===== config.mk =====
export PLATFORM = sky130hd
export DESIGN_NAME = sobel_stream
export DESIGN_NICKNAME = d
export VERILOG_FILES = /design/src/rtl/sobel_pkg.sv /design/src/rtl/sobel_line_buffer.sv /design/src/rtl/sobel_stream.sv
export SDC_FILE = /design/constraint.sdc
export NUM_CORES = 1
export LEC_CHECK = 0
export CORE_UTILIZATION = 57
export DETAILED_ROUTE_END_ITERATION = 10
export GPL_ROUTABILITY_DRIVEN = 0
export PLACE_DENSITY = 0.76
export SLEW_MARGIN = 20
export SYNTH_ARGS = -nofsm -noshare
export SYNTH_HDL_FRONTEND = slang
export SYNTH_SLANG_ARGS = --single-unit

===== constraint.sdc =====
create_clock -name clk -period 5.37 [get_ports clk]
set_input_delay 1.074 -clock clk [delete_from_list [all_inputs] [get_ports clk]]
set_output_delay 1.074 -clock clk [all_outputs]
set_load 0.03 [all_outputs]

===== src/rtl/sobel_pkg.sv =====
// Shared Sobel definitions: magnitude mode encodings, 3x3 kernels, FSM states and the saturating magnitude.
// Pure declarations, no logic of its own.
package sobel_pkg;

   localparam int MODE_SUM = 0;
   localparam int MODE_MAX = 1;

   // Wide enough for IMAGE_WIDTH/IMAGE_HEIGHT up to 4095 plus the flush overrun
   localparam int CNT_W = 13;

   // Row-major 3x3 taps, index = row*3 + col, row 0 is the oldest line
   localparam int signed SOBEL_KX [0:8] = '{-1, 0, 1, -2, 0, 2, -1, 0, 1};
   localparam int signed SOBEL_KY [0:8] = '{-1, -2, -1, 0, 0, 0, 1, 2, 1};

   typedef enum logic [1:0] {
      ST_IDLE  = 2'd0,
      ST_RUN   = 2'd1,
      ST_FLUSH = 2'd2
   } state_t;

   function automatic int sobel_mag(input int gx, input int gy, input int mode, input int px_size);
      int ax;
      int ay;
      int m;
      int lim;
      ax  = (gx < 0) ? -gx : gx;
      ay  = (gy < 0) ? -gy : gy;
      m   = (mode == MODE_MAX) ? ((ax > ay) ? ax : ay) : (ax + ay);
      lim = (1 << px_size) - 1;
      return (m > lim) ? lim : m;
   endfunction

endpackage


===== src/rtl/sobel_line_buffer.sv =====
// One-line pixel delay: dout is the pixel written IMAGE_WIDTH enables ago.
// Advances only when en is high; no flow control of its own.
module sobel_line_buffer #(
   parameter int PX_SIZE     = 8,
   parameter int IMAGE_WIDTH = 64
) (
   input  logic               clk,
   input  logic               resetn,
   input  logic               en,
   input  logic [PX_SIZE-1:0] din,
   output logic [PX_SIZE-1:0] dout
);

   localparam int AW = (IMAGE_WIDTH > 1) ? $clog2(IMAGE_WIDTH) : 1;

   logic [PX_SIZE-1:0] mem [0:IMAGE_WIDTH-1];
   logic [AW-1:0]      ptr;

   assign dout = mem[ptr];

   always_ff @(posedge clk) begin
      if (!resetn) begin
         ptr <= '0;
      end else if (en) begin
         ptr <= (ptr == AW'(IMAGE_WIDTH - 1)) ? '0 : ptr + AW'(1);
      end
   end

   always_ff @(posedge clk) begin
      if (en) begin
         mem[ptr] <= din;
      end
   end

endmodule


===== src/rtl/sobel_stream.sv =====
// Streaming 3x3 Sobel gradient magnitude; output 2 cycles after the window advance that completes a centre.
// Input stalls (input_ready low) for IMAGE_WIDTH+1 flush cycles per frame; output has no back-pressure.
module sobel_stream
   import sobel_pkg::*;
#(
   parameter int PX_SIZE      = 8,
   parameter int IMAGE_WIDTH  = 64,
   parameter int IMAGE_HEIGHT = 64,
   parameter int MODE         = 0
) (
   input  logic               clk,
   input  logic               resetn,
   input  logic [PX_SIZE-1:0] input_data,
   input  logic               input_data_valid,
   output logic               input_ready,
   output logic [PX_SIZE-1:0] output_data,
   output logic               output_data_valid,
   output logic               output_last
);

   localparam int GW = PX_SIZE + 4;

   state_t             state_q;
   state_t             state_nxt;
   logic               rdy_q;
   logic               accept;
   logic               adv;
   logic               flushing;
   logic [PX_SIZE-1:0] pix_in;
   logic [PX_SIZE-1:0] lb1_q;
   logic [PX_SIZE-1:0] lb2_q;

   logic [CNT_W-1:0]   col_cnt;
   logic [CNT_W-1:0]   row_cnt;
   logic [CNT_W-1:0]   cen_col;
   logic [CNT_W-1:0]   cen_row;
   logic               last_px;
   logic               flush_done;
   logic               emit;
   logic               border;
   logic               cen_last;

   logic [PX_SIZE-1:0] win [0:8];
   logic               w_vld;
   logic               w_zero;
   logic               w_last;
   logic signed [GW-1:0] gx_c;
   logic signed [GW-1:0] gy_c;
   logic signed [GW-1:0] gx_q;
   logic signed [GW-1:0] gy_q;
   logic               a_vld;
   logic               a_zero;
   logic               a_last;

   assign input_ready = rdy_q;
   assign accept      = input_data_valid && rdy_q;

   // col_cnt/row_cnt give the stream index of the pixel entering the window
   assign last_px    = (row_cnt == CNT_W'(IMAGE_HEIGHT - 1)) && (col_cnt == CNT_W'(IMAGE_WIDTH - 1));
   assign flush_done = (col_cnt == CNT_W'(IMAGE_WIDTH));
   assign emit       = (row_cnt >= CNT_W'(2)) || ((row_cnt == CNT_W'(1)) && (col_cnt != '0));
   assign border     = (cen_row == '0) || (cen_row == CNT_W'(IMAGE_HEIGHT - 1)) ||
                       (cen_col == '0) || (cen_col == CNT_W'(IMAGE_WIDTH - 1));
   assign cen_last   = (cen_row == CNT_W'(IMAGE_HEIGHT - 1)) && (cen_col == CNT_W'(IMAGE_WIDTH - 1));

   always_ff @(posedge clk) begin
      if (!resetn) begin
         state_q <= ST_IDLE;
      end else begin
         state_q <= state_nxt;
      end
   end

   always_comb begin
      state_nxt = state_q;
      case (state_q)
         ST_IDLE:  if (accept) state_nxt = ST_RUN;
         ST_RUN:   if (accept && last_px) state_nxt = ST_FLUSH;
         ST_FLUSH: if (flush_done) state_nxt = ST_IDLE;
         default:  state_nxt = ST_IDLE;
      endcase
   end

   always_comb begin
      flushing = (state_q == ST_FLUSH);
      adv      = accept || flushing;
      pix_in   = flushing ? '0 : input_data;
   end

   always_ff @(posedge clk) begin
      if (!resetn) begin
         rdy_q <= 1'b0;
      end else begin
         rdy_q <= (state_nxt != ST_FLUSH);
      end
   end

   always_ff @(posedge clk) begin
      if (!resetn || (flushing && flush_done)) begin
         col_cnt <= '0;
         row_cnt <= '0;
         cen_col <= '0;
         cen_row <= '0;
      end else if (adv) begin
         if (flushing) begin
            col_cnt <= col_cnt + CNT_W'(1);
         end else if (col_cnt == CNT_W'(IMAGE_WIDTH - 1)) begin
            col_cnt <= '0;
            row_cnt <= row_cnt + CNT_W'(1);
         end else begin
            col_cnt <= col_cnt + CNT_W'(1);
         end
         if (emit) begin
            if (cen_col == CNT_W'(IMAGE_WIDTH - 1)) begin
               cen_col <= '0;
               cen_row <= cen_row + CNT_W'(1);
            end else begin
               cen_col <= cen_col + CNT_W'(1);
            end
         end
      end
   end

   sobel_line_buffer #(.PX_SIZE(PX_SIZE), .IMAGE_WIDTH(IMAGE_WIDTH)) u_lb1 (
      .clk    (clk),
      .resetn (resetn),
      .en     (adv),
      .din    (pix_in),
      .dout   (lb1_q)
   );

   sobel_line_buffer #(.PX_SIZE(PX_SIZE), .IMAGE_WIDTH(IMAGE_WIDTH)) u_lb2 (
      .clk    (clk),
      .resetn (resetn),
      .en     (adv),
      .din    (lb1_q),
      .dout   (lb2_q)
   );

   always_ff @(posedge clk) begin
      if (adv) begin
         win[0] <= win[1];
         win[1] <= win[2];
         win[2] <= lb2_q;
         win[3] <= win[4];
         win[4] <= win[5];
         win[5] <= lb1_q;
         win[6] <= win[7];
         win[7] <= win[8];
         win[8] <= pix_in;
      end
   end

   always_ff @(posedge clk) begin
      if (!resetn) begin
         w_vld  <= 1'b0;
         w_zero <= 1'b0;
         w_last <= 1'b0;
      end else begin
         w_vld <= adv && emit;
         if (adv) begin
            w_zero <= border;
            w_last <= cen_last;
         end
      end
   end

   always_comb begin
      gx_c = '0;
      gy_c = '0;
      for (int i = 0; i < 9; i++) begin
         gx_c = gx_c + GW'(SOBEL_KX[i]) * $signed({4'b0000, win[i]});
         gy_c = gy_c + GW'(SOBEL_KY[i]) * $signed({4'b0000, win[i]});
      end
   end

   always_ff @(posedge clk) begin
      if (!resetn) begin
         a_vld  <= 1'b0;
         a_zero <= 1'b0;
         a_last <= 1'b0;
         gx_q   <= '0;
         gy_q   <= '0;
      end else begin
         a_vld  <= w_vld;
         a_zero <= w_zero;
         a_last <= w_last;
         gx_q   <= gx_c;
         gy_q   <= gy_c;
      end
   end

   always_ff @(posedge clk) begin
      if (!resetn) begin
         output_data       <= '0;
         output_data_valid <= 1'b0;
         output_last       <= 1'b0;
      end else begin
         output_data_valid <= a_vld;
         output_last       <= a_vld && a_last;
         if (a_vld) begin
            output_data <= a_zero ? '0 : PX_SIZE'(sobel_mag(int'(gx_q), int'(gy_q), MODE, PX_SIZE));
         end
      end
   end

endmodule


==> reports/qor.txt <==
Crit Path Max Fanout -> 4
WL/cell -> 25.73 µm
Core Box Area -> 88,780 µm²
Post-route ant nets -> 0
Slew margin rel. -> 31.02%
Worst R2R Path Depth -> 18
Global-route wire length before repair -> 164.7 mm
Design area -> 56,910 µm²
Worst slew pin tran -> 1.035 ns
Synth Cell Area -> 51,330 µm²
Drt pass-1 iters -> 8
# IOs -> 22
EDFF count, synth -> 1,096
Initial core utilization -> 57.82%
Worst R2R End -> gx_q[10]
Post-synth top flop -> edfxtp_1
Post-DP Area -> 53,060 µm²
CTS HTree Levels -> 3
Synth area leader -> edfxtp_1
Core Rows -> 109
# nets final -> 3,106
Iteration-0 DRC Markers -> 2,326
Multi-input gate area -> 15,220 µm²
GRT Residual Overflow -> 0
Critical path endpoint category -> flop
PostCTS Resize Cnt -> 0
Warnings from Yosys -> 0
Post-synth top area share -> 64.12%
Root Buffer -> clkbuf_16
Post-synthesis sequential element count -> 1,215
DR vias -> 26,309
Clk_skew -> 0.02566 ns
Sequential fraction of the synthesis area -> 68.76%
Syn Inst Count -> 2,854
Worst setup SP type -> flop
Asr flop ratio synth -> 0%
Setup-failing EPs final -> 0
Largest net degree at the start of global routing -> 70
Synth Area per Inst -> 17.99 µm²
Status -> complete, but fails checks
Sequential cell area -> 35,310 µm²
DRC violations left -> 2
Final HPWL DP -> 66.49 mm
Die area -> 91,260 µm²
Worst Path Arrival -> 5.19 ns
Worst R2R Setup Slack -> 0.74 ns
Peak supply drop -> 291.8 µV
Peak Freq -> 216.0 MHz
Hold-fix buffers, CTS -> 0
Hold depth -> 0
Initial antenna violation count -> 0
Area Growth Syn to Fin -> 10.86%
Minimum clock period -> 4.629 ns
Leakage -> 18.21 nW
PwrDens -> 372.6 nW/µm²
Hold Crit Class -> reg -> reg
Fin. max-slew vios -> 0
TNS Setup -> 0 ns
Critical path type -> reg -> reg
Fillers -> 5,739
RSZ-0062 raised after global routing -> false
Port Buffers -> 21
Final Util -> 64.10%
Gr usage total -> 24.28%
Startpoint of the worst hold path -> win[0][35]
Clk sinks -> 1,215
Critical path required time -> 5.93 ns
Die width -> 302.1 µm
CTS tree -> built
Most frequent cells after synthesis -> edfxtp_1 (1,096), mux4_2 (336), nor2_1 (257)
Worst r2r src -> win[0][0]
Count leader, synth -> edfxtp_1
Max clock buf depth -> 3
Chip height -> 302.1 µm
Ant. Diodes -> 0
Number of global-route vias before repair -> 26,880
Final hold vios -> 0
Via density -> 6.248
Clock transition at the registers of the reported paths -> 0.06 ns
Final WL -> 108.4 mm
Layout cells sized above 1 -> 19.47%
Failing checks -> design-rule violations
Max-Cap Viols -> 0
Num CTS Buffers -> 115
Period utilisation layout -> 86.21%
Post-CTS setup buffer count -> 0
Worst hold endpoint -> win[0][27]
Top cells by area, synth -> edfxtp_1 (64%), mux4_2 (15%), dfxtp_1 (4.6%)
Synth cell types -> 81
Clock Latency Late Sink -> 0.70 ns
==> metal layers <==
metal  share of wire, %  wire length (µm)  track usage, %  vias up
met4                2.6              2769           7.083        0
met1                 40             43170           33.66    13665
met3                7.0              7545           3.376      184
met5                  0                 0               0        -
met2                 51             54870           40.61     1115
li1                   -                 -               -    11345
==> metrics by stage <==
step	setup WS, ns	power [W]	instances	hold WS [ns]
after floorplan	0.08104	0.01259	2889	0.4003
after global placement	0.8747	0.01308	3996	0.4014
after detailed placement	0.7808	0.01313	3996	0.4070
after CTS	0.7518	0.02125	4211	0.4235
after global routing	0.4258	0.02186	4211	0.4329
final	0.7406	0.02120	4211	0.4261
==> flip-flops by register name, summed over array words and instances, names as in the netlist, named ones only <==
name	count
cen_col	13
a_zero	1
state_q	2
col_cnt	13
w_vld	1
a_last	1
a_vld	1
gy_q	12
output_data_valid	1
input_ready	1
output_last	1
win	72
u_lb1.ptr	6
u_lb2.mem	512
output_data	8
u_lb2.ptr	6
cen_row	13
row_cnt	13
w_zero	1
gx_q	12
u_lb1.mem	512
w_last	1
==> report_power, final <==
group,total [W],switching (W),internal (W)
Sequential,0.0106,0.000129,0.0104
Combinational,0.00242,0.00142,0.00100
Clock,0.00821,0.00345,0.00476
Total,0.0212,0.00500,0.0162
==> area by class of cell <==
class | instances | share of cell area, %
flip-flops and latches | 1215 | 62.05
multi-input cells | 1427 | 26.75
clock buffers | 137 | 5.202
well taps | 1165 | 2.561
clock inverters | 78 | 1.552
repair buffers | 65 | 1.060
inverters | 124 | 0.8223
==> placed cells by master (no fill, tap or decap), types with 41 or more instances in the layout <==
master and instances:
edfxtp_1 1096, xnor2_1 65, fa_1 63, nor2_1 257
nand2_1 98, ha_1 84, dfxtp_1 113, a21oi_1 60
clkbuf_16 115, xor2_1 56, o21ai_0 41, mux4_2 336
inv_1 123
==> critical path: stages (launching register included) <==
cell and delay (ns):
edfxtp_1 0.39, inv_1 0.18, ha_1 0.24, nand2_1 0.12
xnor2_1 0.27, fa_1 0.51, fa_1 0.52, fa_1 0.54
inv_1 0.04, ha_1 0.31, nor2b_1 0.15, o21ai_0 0.20
a21boi_0 0.14, o21ai_0 0.16, nand2_1 0.11, a21o_1 0.18
a21oi_1 0.18, xor2_1 0.19, nor2_1 0.06
==> worst max-delay path by stage <==
stage / startpoint / end / slack, ns / cells after the start
after floorplan: input_data_valid / u_lb2.mem[19][0] / 0.08 / 6
after global routing: win[0][0] / gx_q[10] / 0.43 / 18
final: win[0][0] / gx_q[10] / 0.74 / 18
after global placement: win[0][0] / gx_q[10] / 0.87 / 18
after CTS: win[0][0] / gx_q[10] / 0.75 / 18
after detailed placement: win[0][0] / gx_q[10] / 0.78 / 18
==> cells by family (layout without fill, tap and decap cells) <==
| group | after synthesis | after routing | share of synthesized area, % |
|---|---|---|---|
| simple gates | 581 | 581 | 5.433 |
| buf+inv | 247 | 404 | 1.879 |
| other cells | 1 | 36 | 0.007305 |
| mux | 336 | 336 | 14.74 |
| fa+ha+maj | 147 | 147 | 4.504 |
| compound gates | 206 | 206 | 2.613 |
| flops | 1215 | 1215 | 68.76 |
| xor+xnor | 121 | 121 | 2.065 |
Power figures use the tool's default switching activity.
